## src/rtl/fixed_prio_arbiter.sv

```systemverilog
// Fixed-priority arbiter (bit 0 highest) with registered grant copy.
// Optional starvation monitor enabled by defining FIXED_PRIO_ARB_STARVE_EN.
module fixed_prio_arbiter #(
    parameter int NUM_REQ       = 4,
    parameter int STARVE_THRESH = 16
) (
    input  logic                        clk_i,
    input  logic                        rst_i,
    input  logic                        allow_i,
    input  logic [NUM_REQ-1:0]          req_i,
    output logic [NUM_REQ-1:0]          gnt_o,
    output logic                        gnt_valid_o,
    output logic [((NUM_REQ > 1) ? $clog2(NUM_REQ) : 1)-1:0] gnt_idx_o,
    output logic [NUM_REQ-1:0]          gnt_q_o,
    output logic [((NUM_REQ > 1) ? $clog2(NUM_REQ) : 1)-1:0] gnt_idx_q_o,
    output logic [NUM_REQ-1:0]          starve_o
);

    localparam int IDX_W = (NUM_REQ > 1) ? $clog2(NUM_REQ) : 1;

    logic [NUM_REQ-1:0] gnt;
    logic [IDX_W-1:0]   gnt_idx;

    // Isolate the lowest set request bit: req & two's-complement(req).
    assign gnt = allow_i ? (req_i & (~req_i + NUM_REQ'(1))) : '0;

    always_comb begin
        gnt_idx = '0;
        for (int unsigned i = 0; i < NUM_REQ; i++) begin
            if (gnt[i]) gnt_idx = IDX_W'(i);
        end
    end

    assign gnt_o       = gnt;
    assign gnt_valid_o = |gnt;
    assign gnt_idx_o   = gnt_idx;

    logic [NUM_REQ-1:0] gnt_q;
    logic [IDX_W-1:0]   gnt_idx_q;

    always_ff @(posedge clk_i) begin
        if (rst_i) begin
            gnt_q     <= '0;
            gnt_idx_q <= '0;
        end else begin
            gnt_q     <= gnt;
            gnt_idx_q <= gnt_idx;
        end
    end

    assign gnt_q_o     = gnt_q;
    assign gnt_idx_q_o = gnt_idx_q;

`ifdef FIXED_PRIO_ARB_STARVE_EN
    localparam int CNT_W = $clog2(STARVE_THRESH + 1);

    logic [CNT_W-1:0]   cnt_q [NUM_REQ];
    logic [CNT_W-1:0]   cnt_d [NUM_REQ];
    logic [NUM_REQ-1:0] starve_q;
    logic [NUM_REQ-1:0] starve_d;

    always_comb begin
        for (int unsigned i = 0; i < NUM_REQ; i++) begin
            cnt_d[i] = '0;
            if (req_i[i] && !gnt[i]) begin
                cnt_d[i] = (cnt_q[i] == CNT_W'(STARVE_THRESH)) ? cnt_q[i]
                                                               : cnt_q[i] + CNT_W'(1);
            end
            starve_d[i] = (cnt_d[i] == CNT_W'(STARVE_THRESH));
        end
    end

    always_ff @(posedge clk_i) begin
        if (rst_i) begin
            for (int unsigned i = 0; i < NUM_REQ; i++) cnt_q[i] <= '0;
            starve_q <= '0;
        end else begin
            for (int unsigned i = 0; i < NUM_REQ; i++) cnt_q[i] <= cnt_d[i];
            starve_q <= starve_d;
        end
    end

    assign starve_o = starve_q;
`else
    assign starve_o = '0;
`endif

endmodule

```

## config.mk

```make
export PLATFORM = sky130hd
export DESIGN_NAME = fixed_prio_arbiter
export DESIGN_NICKNAME = d
export VERILOG_FILES = /design/src/rtl/fixed_prio_arbiter.sv
export SDC_FILE = /design/constraint.sdc
export NUM_CORES = 1
export LEC_CHECK = 0
export ABC_AREA = 1
export ABC_CLOCK_PERIOD_IN_PS = 800
export CAP_MARGIN = 0
export CORE_AREA = 5 5 42 44
export CTS_CLUSTER_DIAMETER = 200
export CTS_CLUSTER_SIZE = 16
export DETAILED_ROUTE_END_ITERATION = 8
export DIE_AREA = 0 0 47 49
export RECOVER_POWER = 50
export SKIP_LAST_GASP = 1
export SLEW_MARGIN = 20
export SYNTH_ARGS = -nofsm -noshare
export SYNTH_HDL_FRONTEND = slang
export SYNTH_SLANG_ARGS = --single-unit
export TNS_END_PERCENT = 5
```

## constraint.sdc

```tcl
create_clock -name clk_i -period 0.8 [get_ports clk_i]
set_clock_uncertainty 0.05 [all_clocks]
set_input_delay 0.12 -clock clk_i [delete_from_list [all_inputs] [get_ports clk_i]]
set_output_delay 0.12 -clock clk_i [all_outputs]
set_load 0.01 [all_outputs]
```

==> summary.md, run 1 <==
| Metric | Value |
|---|---|
| Status | finished with violations |
| Failing checks | negative setup slack |
| Max frequency | 1120 MHz |
| GP Congestion | 0.663 |
| Vias | roughly 320 |
| Antenna-violating nets left | 0 |
| DRT iter0 DRCs | 5 |
| Hold Path Cell Cnt | 4 |
| Slowest CP cell | nor2_4 |
| Ranking of synthesized cells by area | dfxtp_1, inv_1, buf_4, nand2_1, nor2_4 |
| Worst hold path type | primary input to flop |
| Post-synth top area cell | dfxtp_1 |
| Ant diodes | 0 |
| P&R area growth vs syn | 87.6% |
| Worst hold path startpoint | req_i[0] |
| Sequential element share of the synthesized area | 0.398 |
| WL final | 718 um |
| Drt wl/cell | 8.25 um |
| CTS tree | done |
| Top delay family on crit path | buffers and inverters |
| Clk buf depth | 2 |
| Crit. Startpoint | req_i[1] |
| Io pins | 24 |
| Drt drc | 0 |
| Pre-CTS setup slack | -0.938 ns |
| First-pass GRT wire length | 1170 um |
| Cell count after synthesis | 39 |
| # nets final | 80 |
| Hold EP | gnt_q_o[0] |
| Power Density | between 1000 and 1500 mW/mm2 |
| Layout Cells excl Fill | 87 |
| Global-route usage over all layers | 0.0754 |
| Number of H-tree levels | 1 |
| Final Hold Viols | 0 |
| Pre-antenna DRT Iters | 2 |
| CTS Sinks | 6 |
| Synth unique cells | 14 |
| MaxCap Viol Count | 0 |
| Layout filler cell count | 168 |
| Period minus WS final | 0.894 ns |
| Vias per inst | approximately 3.6 |
| Clk slew on worst S/H paths | around 0.040 ns |
| Dpl hpwl | 585 um |
| WHS | 0.180 ns |
| Vias in the first global route | 309 |
| Total of warnings raised by yosys | 0 |
| Core area | 0.00140 mm2 |
| Starting density of the core | 0.215 |
| Rows | 14 |
| Port Buf Inserts | 19 |
| Pleak | about 0.00037 uW |
| CP peak stage delay | 0.14 ns |
| Clk root buf | clkbuf_4 |
| Max IR drop VDD | approximately 400 uV |
| Post-synth top area share | 0.398 |
| Synth Area per Inst | just under 8 um2 |
| Die height | 49 um |
| Setup violators final | 16 |
| Worst setup SP type | primary input |
| DP Cell Count | 80 |
| Share of layout cells above drive strength 1 | 0.563 |
| Seq cells post-synth | 6 |
| Nature of the critical path endpoint | output port |
| Final WS setup | -0.0940 ns |
| CTS Buf Count | 3 |
| Hold Buf Count CTS | 0 |
| Residual overflow from global routing | 0 |
| Antenna violations before repair | 0 |
| Critical Path AT | 0.72 ns |
| Critical setup path kind | primary input to output port |
| Tcrit/Tclk final | 1.12 |
| Slew Limit Fails | 0 |
| Worst path required time | 0.63 ns |
| RSZ-0062 raised after global routing | yes |
| Largest net degree at the start of global routing | 6 |
| Worst Path Max Fanout | 4 |
| Worst path cell trace | buf_8 > nor2_4 > buf_6 > nand3_4 > nand2_1 > buf_2 |
| Synthesized area | 302 um2 |
| Die area | 0.00230 mm2 |
| Die Wd | 47 um |
| WP buf/inv | 3 |
layout make-up:
class                           instances  area (um2)  share of cell area
Multi-Input combinational cell         21         136               0.241
Timing Repair Buffer                   30         224               0.396
Sequential cell                         6         120               0.212
Clock buffer                            3        22.5              0.0398
Tap cell                               16        20.0              0.0354
Inverter                               11        42.5              0.0752
power by group:
group          leakage, uW  internal, uW  switching (uW)
Clock            0.0000138           169            95.3
Sequential       0.0000488           308            1.32
Combinational     0.000304          90.5            83.7
cell families (layout without fill, tap and decap cells):
family / Yosys count / count (layout) / synth area share
buffers and inverters: 15 / 44 / 0.237
AND/OR/NAND/NOR: 17 / 17 / 0.353
flip-flops: 6 / 6 / 0.398
other: 1 / 4 / 0.0124
layout by cell type (no fill, tap or decap):
cell and n:
conb_1 4, clkinv_2 1, clkdlybuf4s15_1 1, buf_4 10, nor2_1 1, buf_2 12
dlygate4sd2_1 1, clkdlybuf4s15_2 1, nand3_2 1, dfxtp_1 6, nand3b_1 1, nor2_4 2
nand4_1 1, nand2_1 6, nand4_2 1, buf_6 3, inv_1 9, nand3_4 1
buf_8 1, inv_2 1, clkbuf_4 3, dlygate4sd3_1 1, nand2_2 3
worst min-delay path, delay by kind of cell:
kind                   cells  cell delay, ns
and+or+nand+nor            2            0.10
buffers and inverters      2            0.21
timing repair:
action / 4_1_cts / 5_1_grt
setup buffers: 4 / 0
gates resized for setup: 77 / 1
setup endpoints to repair: 19 / 13
hold endpoints to repair: 0 / 0
pin swaps: 5 / 0
flip-flops by register name (all words and copies together) (netlist names):
register / cells
gnt_idx_q_o: 2
gnt_q_o: 4
through the flow:
stage	utilization	area, um2	setup TNS (ns)	power [uW]
detailed placement	0.389	546	-9.92	487
finish	0.404	566	-0.809	748
global placement	0.389	546	-9.69	485
global route	0.404	566	-1.55	810
CTS	0.408	572	-0.740	768
floorplan	-	313	0	387
metal layers:
metal	track usage	up-vias	routed length [um]
met5	0	-	0
met4	0.0968	0	21
li1	-	170	-
met1	0.0659	124	241
met2	0.109	19	352
met3	0.0295	2	102
synthesized netlist by cell type:
cell type,n
nand3_1,1
nand3_2,1
nor2_1,1
inv_1,10
nand4_2,1
nand3b_1,1
nor2_4,2
nand4_1,1
conb_1,1
clkinv_1,1
buf_4,4
nand2_1,7
dfxtp_1,6
nand2_2,2
how the worst max path moves through the flow:
stage,to,slack [ns],cells after the start
after floorplan,gnt_idx_o[1],0.17,3
after global placement,gnt_idx_o[0],-0.90,5
after detailed placement,gnt_idx_o[1],-0.94,5
after CTS,gnt_idx_o[0],-0.1,6
after global routing,gnt_idx_o[0],-0.13,6
final,gnt_idx_o[0],-0.09,6
Power figures use the tool's default switching activity.
==> inputs of run 2 (changes only) <==
--- a/config.mk
+++ b/config.mk
@@ -7,7 +7,7 @@
 export LEC_CHECK = 0
 export ABC_AREA = 1
 export ABC_CLOCK_PERIOD_IN_PS = 800
-export CAP_MARGIN = 0
+export CAP_MARGIN = 20
 export CORE_AREA = 5 5 42 44
 export CTS_CLUSTER_DIAMETER = 200
 export CTS_CLUSTER_SIZE = 16
==> results of run 2 <==
No change in the layout: final DEF, timing and power equal those of run 1.
==> inputs of run 3 (changes only) <==
--- a/config.mk
+++ b/config.mk
@@ -8,11 +8,12 @@
 export ABC_AREA = 1
 export ABC_CLOCK_PERIOD_IN_PS = 800
 export CAP_MARGIN = 20
-export CORE_AREA = 5 5 42 44
+export CORE_AREA = 2 2 39 41
 export CTS_CLUSTER_DIAMETER = 200
 export CTS_CLUSTER_SIZE = 16
 export DETAILED_ROUTE_END_ITERATION = 8
-export DIE_AREA = 0 0 47 49
+export DIE_AREA = 0 0 41 43
+export GPL_TIMING_DRIVEN = 1
 export RECOVER_POWER = 50
 export SKIP_LAST_GASP = 1
 export SLEW_MARGIN = 20
==> summary.md, run 3 (synthesis gave the netlist of run 1 again) <==
| Metric | Value |
|---|---|
| Clk buf depth | 2 |
| Clk pwr share | 0.349 |
| Failing checks | negative setup slack |
| WL final | around 740 um |
| # nets final | 81 |
| Worst Path Max Fanout | 3 |
| Worst path cell trace | buf_6 > nor2_4 > buf_6 > nand3_4 > nand2_1 > buf_2 |
| Residual overflow from global routing | 0 |
| WHS | approximately 0.14 ns |
| Tcrit/Tclk final | 1.11 |
| Layout Utilization | 0.408 |
| MaxCap Viol Count | 0 |
| Critical setup path kind | primary input to output port |
| Nature of the critical path endpoint | output port |
| Clk root buf | clkbuf_4 |
| Reg power frac | 0.413 |
| Most used cell, CP | buf_6 |
| Sw Share | 0.242 |
| Pre-antenna DRT Iters | 2 |
| Dpl hpwl | 526 um |
| Ant diodes | 0 |
| Total power | 750 uW |
| Slew Limit Fails | 0 |
| Port Buf Inserts | 19 |
| Largest net degree at the start of global routing | 6 |
| Pleak | 0.000368 uW |
| Final WS setup | -0.0904 ns |
| CTS Buf Count | 3 |
| Drt drc | 0 |
| Antenna violations before repair | 0 |
| Critical Path AT | 0.72 ns |
| Rows | 14 |
| Power Density | 1330 mW/mm2 |
| Vias in the first global route | 268 |
| Global-route usage over all layers | 0.0983 |
| DRT iter0 DRCs | 1 |
| Number of H-tree levels | 1 |
| Most frequent cells in the layout | buf_2, buf_4, inv_1 |
| Max reg flops | 4 |
| Pre-CTS setup slack | -0.891 ns |
| CTS tree | done |
| Vias per inst | 3.76 |
| Starting density of the core | 0.218 |
| Slowest CP cell | nor2_4 |
| P&R area growth vs syn | 87.1% |
| Logic gate share of total power | 0.238 |
| CTS Sinks | 6 |
| Vias | 331 |
| Die area | ~0.0018 mm2 |
| Share of layout cells above drive strength 1 | 0.597 |
| RSZ-0062 raised after global routing | yes |
| GP Congestion | 0.680 |
| CP peak stage delay | 0.13 ns |
| Hold Buf Count CTS | 0 |
| Worst path required time | approximately 0.63 ns |
| Setup crit end | gnt_idx_o[1] |
| Period minus WS final | 0.890 ns |
| Internal | 569 uW |
| Setup violators final | 12 |
| Crit. Startpoint | req_i[0] |
| Io pins | 24 |
| Sw power | 181 uW |
| Most common cell after layout, fill and taps aside | buf_2 |
| First-pass GRT wire length | 1090 um |
| Worst setup SP type | primary input |
| Status | finished with violations |
| Die height | 43 um |
| Clk slew on worst S/H paths | 0.04 ns |
| Die Wd | 41 um |
| Max frequency | approximately 1100 MHz |
| Drt wl/cell | 8.39 um |
| Antenna-violating nets left | 0 |
| Worst hold path type | primary input to flop |
| Max IR drop VDD | 312 uV |
| Final Hold Viols | 0 |
| Core area | 0.00138 mm2 |
-- run 3: cell types whose count changed in the layout (fill, tap and decap cells not counted) --
cell | previous run | this run
clkdlybuf4s15_1 | 1 | 0
dlygate4sd2_1 | 1 | 0
dlygate4sd3_1 | 1 | 0
buf_4 | 10 | 11
clkdlybuf4s15_2 | 1 | 2
clkdlybuf4s50_1 | 0 | 1
buf_2 | 12 | 14
buf_6 | 3 | 2
-- run 3: worst min path at each step --
| stage | from | to | slack (ns) | cells after the start |
|---|---|---|---|---|
| 2_1_floorplan | rst_i | gnt_q_o[0] | 0.14 | 1 |
| 3_3_place_gp | rst_i | gnt_q_o[0] | 0.63 | 2 |
| 3_5_place_dp | rst_i | gnt_q_o[0] | 0.64 | 2 |
| 4_1_cts | req_i[2] | gnt_q_o[2] | 0.13 | 3 |
| 5_1_grt | req_i[2] | gnt_q_o[2] | 0.14 | 3 |
| 6_report | req_i[2] | gnt_q_o[2] | 0.14 | 3 |
-- run 3: per-layer routing --
metal,vias to the layer above,global-route usage,part of all wire
met2,12,0.150,0.58
li1,173,-,-
met3,2,0.0157,0.077
met5,-,0,0
met4,0,0.120,0.014
met1,144,0.0929,0.33
-- run 3: what timing repair did --
item,4_1_cts,5_1_grt
buffers inserted,5,1
pin swaps,4,1
setup endpoints to repair,19,15
gates resized for setup,80,1
-- run 3: area by class of cell --
cell class,count,area [um2]
fill,151,820
timing repair buffer,31,223
multi-input combinational,21,136
sequential,6,120
inverter,11,42.5
clock buffer,3,22.5
tap,16,20.0
-- run 3: critical path, delay by kind of cell --
family	cells	cell delay (ns)
buf+inv	3	0.34
simple gates	3	0.25
-- run 3: metrics by stage --
stage / instances / area [um2] / setup TNS (ns)
after floorplan: 42 / 313 / 0
after global placement: 79 / 538 / -9.45
after detailed placement: 79 / 538 / -9.46
after CTS: 87 / 554 / -0.558
after global routing: 88 / 564 / -1.02
final: 88 / 564 / -0.499
-- run 3: power by group through the flow --
stage	registers [uW]	clock network, uW	logic [uW]
floorplan	319	0	67.8
global placement	315	0	167
detailed placement	315	0	168
CTS	309	280	172
global route	309	293	195
finish	310	262	179
